==> config.mk <==
export PLATFORM = sky130hd
export DESIGN_NAME = writeback_arbiter
export DESIGN_NICKNAME = d
export VERILOG_FILES = /design/src/rtl/writeback_arbiter_pkg.sv /design/src/rtl/writeback_arbiter_wb_fifo.sv /design/src/rtl/writeback_arbiter.sv
export SDC_FILE = /design/constraint.sdc
export NUM_CORES = 1
export LEC_CHECK = 0
export ABC_AREA = 1
export CORE_MARGIN = 5
export CORE_UTILIZATION = 46
export CTS_CLUSTER_DIAMETER = 150
export CTS_CLUSTER_SIZE = 25
export DETAILED_ROUTE_END_ITERATION = 10
export GPL_TIMING_DRIVEN = 0
export PLACE_DENSITY = 0.74
export SLEW_MARGIN = 10
export SYNTH_ARGS = -nofsm -noshare
export SYNTH_HDL_FRONTEND = slang
export SYNTH_SLANG_ARGS = --single-unit
==> constraint.sdc <==
create_clock -name clock -period 3.05 [get_ports clock]
set_clock_uncertainty 0.05 [all_clocks]
set_input_delay 0.915 -clock clock [delete_from_list [all_inputs] [get_ports clock]]
set_output_delay 0.915 -clock clock [all_outputs]
set_load 0.05 [all_outputs]
==> src/rtl/writeback_arbiter_pkg.sv <==
// ----------------------------------------------------------------------------
// writeback_arbiter_pkg
// Shared types and constants for the register-bank write-back path.
//   REG_ADDR_W   : width of a register-bank address (32 registers)
//   WB_XLEN      : data width carried by a queued write request
//   X0           : address of the hard-wired zero register
//   wb_req_t     : one pending write {rd, data}
//   fifo_entry_t : a queued write plus its write-after-write kill bit
// ----------------------------------------------------------------------------
package writeback_arbiter_pkg;

    localparam int REG_ADDR_W = 5;
    localparam int WB_XLEN    = 32;

    localparam logic [REG_ADDR_W-1:0] X0 = '0;

    typedef struct packed {
        logic [REG_ADDR_W-1:0] rd;
        logic [WB_XLEN-1:0]    data;
    } wb_req_t;

    typedef struct packed {
        wb_req_t req;
        logic    kill;
    } fifo_entry_t;

endpackage : writeback_arbiter_pkg

==> src/rtl/writeback_arbiter_wb_fifo.sv <==
// ----------------------------------------------------------------------------
// wb_fifo
// DEPTH-entry circular buffer for slow-path writes. Each entry carries a kill
// bit; a kill request marks every live entry whose rd matches kill_rd so that
// a younger fast-path write to the same register wins.
//   clock, reset : rising-edge clock, synchronous active-high reset
//   push         : write push_req at the tail (ignored when full)
//   push_req     : request to enqueue; always enters with kill = 0
//   pop          : drop the head entry (ignored when empty)
//   kill_en      : mark live entries with rd == kill_rd as killed
//   kill_rd      : register address to kill
//   head         : current head entry (valid when !empty)
//   count        : occupancy, 0..DEPTH
//   empty, full  : occupancy flags
// ----------------------------------------------------------------------------
module wb_fifo
    import writeback_arbiter_pkg::*;
#(
    parameter int DEPTH = 2
) (
    input  logic                    clock,
    input  logic                    reset,
    input  logic                    push,
    input  wb_req_t                 push_req,
    input  logic                    pop,
    input  logic                    kill_en,
    input  logic [REG_ADDR_W-1:0]   kill_rd,
    output fifo_entry_t             head,
    output logic [$clog2(DEPTH):0]  count,
    output logic                    empty,
    output logic                    full
);

    localparam int PTR_W = $clog2(DEPTH);
    localparam int CNT_W = PTR_W + 1;

    wb_req_t          req_mem [DEPTH];
    logic [DEPTH-1:0] kill_q;
    logic [PTR_W-1:0] rd_ptr;
    logic [PTR_W-1:0] wr_ptr;
    logic [PTR_W-1:0] offset;
    logic [DEPTH-1:0] live;
    logic [DEPTH-1:0] kill_hit;
    logic             push_ok;
    logic             pop_ok;

    assign empty   = (count == '0);
    assign full    = (count == CNT_W'(DEPTH));
    assign push_ok = push && !full;
    assign pop_ok  = pop && !empty;

    assign head.req  = req_mem[rd_ptr];
    assign head.kill = kill_q[rd_ptr];

    // An entry is live when its distance from the head is below the occupancy.
    // NOTE: every always_comb output gets a default before any conditional
    // assignment, so no path leaves a value held and no latch is inferred.
    always_comb begin
        offset   = '0;
        live     = '0;
        kill_hit = '0;
        for (int i = 0; i < DEPTH; i++) begin
            offset      = PTR_W'(i) - rd_ptr;
            live[i]     = ({1'b0, offset} < count);
            kill_hit[i] = kill_en && live[i] && (req_mem[i].rd == kill_rd);
        end
    end

    // NOTE: payload storage is deliberately not reset; the live window and the
    // kill bits decide what is meaningful, so clearing the array buys nothing.
    always_ff @(posedge clock) begin
        if (push_ok) begin
            req_mem[wr_ptr] <= push_req;
        end
    end

    // NOTE: sequential state uses non-blocking assignments only, so every
    // register samples pre-edge values regardless of statement order.
    always_ff @(posedge clock) begin
        if (reset) begin
            rd_ptr <= '0;
            wr_ptr <= '0;
            count  <= '0;
            kill_q <= '0;
        end else begin
            kill_q <= kill_q | kill_hit;
            if (push_ok) begin
                // The slot being written is not live, so the freshly pushed
                // (younger) entry starts un-killed.
                kill_q[wr_ptr] <= 1'b0;
                wr_ptr         <= wr_ptr + PTR_W'(1);
            end
            if (pop_ok) begin
                rd_ptr <= rd_ptr + PTR_W'(1);
            end
            case ({push_ok, pop_ok})
                2'b10:   count <= count + CNT_W'(1);
                2'b01:   count <= count - CNT_W'(1);
                default: count <= count;
            endcase
        end
    end

endmodule : wb_fifo

==> src/rtl/writeback_arbiter.sv <==
// ----------------------------------------------------------------------------
// writeback_arbiter
// Owns the register bank's single write port. Merges a non-stallable fast
// producer (port A, latency 1) with a buffered slow producer (port B, latency
// >= 2) into at most one write per cycle, preserving write-after-write order
// and bounding B starvation with a registered stall request.
//   clock, reset            : rising-edge clock, synchronous active-high reset
//   a_valid, a_rd, a_data   : fast-path write request (no backpressure)
//   a_stall                 : registered; upstream must hold a_valid = 0
//   b_valid, b_rd, b_data   : slow-path write request
//   b_ready                 : slow-path accept, (fifo_count < DEPTH)
//   rf_we, rf_sel_in,
//   rf_data_in              : registered register-bank write port
//   fifo_count              : port-B FIFO occupancy
//   err                     : sticky flag, a_valid seen while a_stall = 1
// ----------------------------------------------------------------------------
module writeback_arbiter
    import writeback_arbiter_pkg::*;
#(
    parameter int XLEN         = WB_XLEN,
    parameter int DEPTH        = 2,
    parameter int STARVE_LIMIT = 4
) (
    input  logic                    clock,
    input  logic                    reset,
    input  logic                    a_valid,
    input  logic [REG_ADDR_W-1:0]   a_rd,
    input  logic [XLEN-1:0]         a_data,
    output logic                    a_stall,
    input  logic                    b_valid,
    output logic                    b_ready,
    input  logic [REG_ADDR_W-1:0]   b_rd,
    input  logic [XLEN-1:0]         b_data,
    output logic                    rf_we,
    output logic [REG_ADDR_W-1:0]   rf_sel_in,
    output logic [XLEN-1:0]         rf_data_in,
    output logic [$clog2(DEPTH):0]  fifo_count,
    output logic                    err
);

    localparam int STARVE_W = $clog2(STARVE_LIMIT + 1);

    fifo_entry_t         head;
    wb_req_t             b_req;
    logic                fifo_empty;
    logic                fifo_full;
    logic                b_push;
    logic                issue_a;
    logic                pop_head;
    logic                kill_en;
    logic [STARVE_W-1:0] starve_q;
    logic [STARVE_W-1:0] starve_next;

    assign b_ready    = !fifo_full;
    assign b_push     = b_valid && b_ready;
    assign b_req.rd   = b_rd;
    assign b_req.data = b_data;

    wb_fifo #(
        .DEPTH (DEPTH)
    ) u_fifo (
        .clock    (clock),
        .reset    (reset),
        .push     (b_push),
        .push_req (b_req),
        .pop      (pop_head),
        .kill_en  (kill_en),
        .kill_rd  (a_rd),
        .head     (head),
        .count    (fifo_count),
        .empty    (fifo_empty),
        .full     (fifo_full)
    );

    // A stall cycle always belongs to the FIFO head; an A request arriving
    // during a stall is a protocol violation and is simply dropped.
    always_comb begin
        issue_a     = a_valid && !a_stall;
        pop_head    = !fifo_empty && (a_stall || !a_valid);
        kill_en     = issue_a && (a_rd != X0);
        starve_next = starve_q;
        if (pop_head || fifo_empty) begin
            starve_next = '0;
        end else if (issue_a && (starve_q < STARVE_W'(STARVE_LIMIT))) begin
            starve_next = starve_q + STARVE_W'(1);
        end
    end

    always_ff @(posedge clock) begin
        if (reset) begin
            starve_q <= '0;
            a_stall  <= 1'b0;
            err      <= 1'b0;
        end else begin
            starve_q <= starve_next;
            a_stall  <= (starve_next == STARVE_W'(STARVE_LIMIT));
            if (a_valid && a_stall) begin
                err <= 1'b1;
            end
        end
    end

    // Writes to x0 and killed entries consume their slot but leave the
    // address/data registers untouched with rf_we low.
    always_ff @(posedge clock) begin
        if (reset) begin
            rf_we      <= 1'b0;
            rf_sel_in  <= '0;
            rf_data_in <= '0;
        end else begin
            rf_we <= 1'b0;
            if (issue_a) begin
                if (a_rd != X0) begin
                    rf_we      <= 1'b1;
                    rf_sel_in  <= a_rd;
                    rf_data_in <= a_data;
                end
            end else if (pop_head) begin
                if (!head.kill && (head.req.rd != X0)) begin
                    rf_we      <= 1'b1;
                    rf_sel_in  <= head.req.rd;
                    rf_data_in <= XLEN'(head.req.data);
                end
            end
        end
    end

endmodule : writeback_arbiter

==> impl_metrics.py <==
metrics = {
    "logic_synthesis": {
        "synthTopCellsByArea": "edfxtp_1 (40%), dfxtp_1 (18%), nand2_1 (9.2%)",
        "synth_area_mm2": 0.00553,
        "synthSimpleGateAreaFrac": 0.220,
        "synth_compound_area_frac": 0.102,
        "yosysSeqAreaShare": 0.583,
        "avgSynthCellArea_um2": 9.49,
        "ys_warn_count": 0,
        "synthAdderAreaFrac": 0.00452,
        "yosysTopAreaCell": "edfxtp_1",
        "synth_nets": 663,
        "synth_top_family_by_area": "simple AND/OR/NAND/NOR gates",
        "ys_seq_elements": 124,
        "synthMuxAreaShare": 0.00181,
        "yosys.area_share.xor_xnor": 0.0127,
        "synth_cell_types": 29,
        "synth_cells": 583,
        "yosysTopAreaCellShare": 0.402,
    },
    "cells_and_area": {
        "fillCellCount": 970,
        "layout.nets": 804,
        "layout_common_cells": "nand2_1 (135), clkdlybuf4s50_1 (120), edfxtp_1 (74)",
        "fin_cells": 884,
        "final_common_cell": "nand2_1",
        "drive_above_1_share": 0.145,
        "areaGrowthSynthToFinish_pct": 36.2,
        "antenna_cells": 0,
    },
    "clock_tree": {
        "cts-buffers-inserted": 17,
        "path_clk_slew_ps": 50,
        "cts.htree.levels": 4,
        "cts.path.max_buffers": 2,
        "clock-sinks": 124,
        "cts_tree": "done",
        "cts_resized": 0,
        "insertion_delay_ps": 410,
        "cts_root_buf": "clkbuf_16",
        "post-cts-setup-buffer-count": 0,
        "ctsHoldBuffers": 0,
    },
    "critical_path": {
        "critical_path.max_stage_delay_ps": 810,
        "critPathSlowestCell": "clkdlybuf4s50_1",
        "worstSetupEndpointType": "primary output",
        "critical_path.cell_chain": "inv_1 -> nand2_1 -> clkdlybuf4s50_1",
        "cp-start-kind": "flip-flop",
        "setup.worst_path.class": "flip-flop to primary output",
        "cp.required_ps": 2080,
        "cp.arrival_ps": 1810,
        "critPathMaxFanout": 5,
    },
    "placed_design": {
        "place_congestion": 0.808,
        "dpl.hpwl_um": 9710,
        "place_inst": 852,
        "pre_cts_slack_ps": 11.7,
        "io_buffers": 120,
    },
    "timing": {
        "finalHoldViolations": 0,
        "max_clock_freq_ghz": 0.361,
        "setup_viol": 0,
        "fin_crit_ps": 2770,
        "slew_viol_final": 0,
        "max_slew_margin": 0.613,
        "worst_slack_ps": 276,
        "tightestPinTransition_ps": 580,
        "fin_crit_sh": 0.909,
        "rsz0062_at_grt": "no",
        "fin_tns_setup_ps": 0,
    },
    "floorplan": {
        "fp.dieH_um": 120,
        "core_mm2": 0.0119,
        "dieArea_mm2": 0.0143,
        "die_w_um": 120,
        "rows": 40,
        "num_io_pins": 121,
        "initial_core_util": 0.464,
    },
    "outcome": {
        "status": "finished, final reports clean",
    },
    "global_routing": {
        "grt_use_total": 0.197,
        "antenna_found_initial": 0,
        "grt-ovfl-total": 0,
        "grt_max_degree": 25,
        "grt_pass1_wl_um": 22200,
        "grt_pass1_vias": 4607,
    },
    "routing": {
        "drt-vias-per-instance": 5.05,
        "wl_per_cell_um": 15.6,
        "vias": 4463,
        "dr.first_iter.drc_count": 238,
        "firstDrtPassIters": 5,
        "postRouteAntennaNets": 0,
        "drt_wl_total_um": 13800,
        "drc": 0,
    },
    "power": {
        "vdd_drop_max_uv": 412,
        "power_density_mw_per_mm2": 788,
        "p_leak_nw": 2.99,
    },
    "job": {
        "drv_cap": 0,
    },
    "min_path": {
        "min_path_type": "flip-flop to flip-flop",
    },
}
[layer usage]
layer	track usage	vias up	wire length, µm
met5	0	-	0
met4	0.0766	0	231
met3	0.0584	21	990
met2	0.352	159	7070
met1	0.221	2065	5490
li1	-	2218	-
[path summary, 6_finish.rpt]
check                           cells after the start              from  slack, ps                   end
worst max-delay path                                3   u_fifo.count[0]        280               b_ready
worst min-delay path                                2  u_fifo.kill_q[1]        400      u_fifo.kill_q[1]
worst max register to register                      5   u_fifo.count[0]       1170  u_fifo.req_mem[1][4]
worst min register to register                      2  u_fifo.kill_q[1]        400      u_fifo.kill_q[1]
[cells by family (layout without fill, tap and decap cells)]
logic type / Yosys count / after routing
xor gates and xnor gates: 8 / 8
AOI/OAI and AO/OA: 91 / 91
adders and majority gates: 2 / 2
buffers and inverters: 88 / 242
and+or+nand+nor: 269 / 269
muxes: 1 / 1
DFF: 124 / 124
[worst max-delay path: cells and delay by family, from the launching register on]
family | cells | cell delay, ps
simple gates | 1 | 80
buf+inv | 2 | 920
flops | 1 | 400
[synthesized netlist by cell type]
cell	instances
nand2_1	135
nor2_1	75
edfxtp_1	74
inv_1	51
dfxtp_1	50
a31oi_1	32
a21oi_1	27
nand3_2	21
nand3_1	20
a21oi_2	19
clkbuf_1	15
o21ai_0	11
buf_2	10
nor2_2	10
xor2_1	6
buf_8	4
inv_2	3
nand4_1	3
buf_1	2
buf_6	2
ha_1	2
o21ai_1	2
or2_2	2
xnor2_1	2
and3_1	1
buf_12	1
mux2i_1	1
nand2_2	1
nor2_4	1
[layout make-up]
class / instances / area, µm² / share of cell area
clock buffer: 23 / 500 / 0.0664
clock inverter: 9 / 61.3 / 0.00814
multi-input combinational: 371 / 1900 / 0.253
inverter: 54 / 203 / 0.0269
buffer: 34 / 216 / 0.0287
timing repair buffer: 122 / 1240 / 0.165
sequential: 124 / 3220 / 0.428
tap: 147 / 184 / 0.0244
[metrics by stage]
step	instance area [µm²]	util	total power [mW]	hold slack [ps]
global placement	6920	0.581	4.05	391
finish	7530	0.632	5.94	400
CTS	7530	0.632	5.98	401
global route	7530	0.632	6.23	439
detailed placement	6970	0.585	4.11	393
floorplan	5530	-	3.49	379
[report_power, final]
group          total, mW  internal, mW  leakage, nW  switching, mW
Clock               1.86          1.15        0.273          0.706
Combinational       1.91         0.684         1.61           1.22
Sequential          2.17          2.05         1.11          0.117
[registers in the layout, summed over array words and instances (netlist names), 2 cells and up, named ones only]
name	count
rf_data_in	32
starve_q	3
u_fifo.req_mem	74
u_fifo.kill_q	2
rf_sel_in	5
u_fifo.count	2
Power figures use the tool's default switching activity.
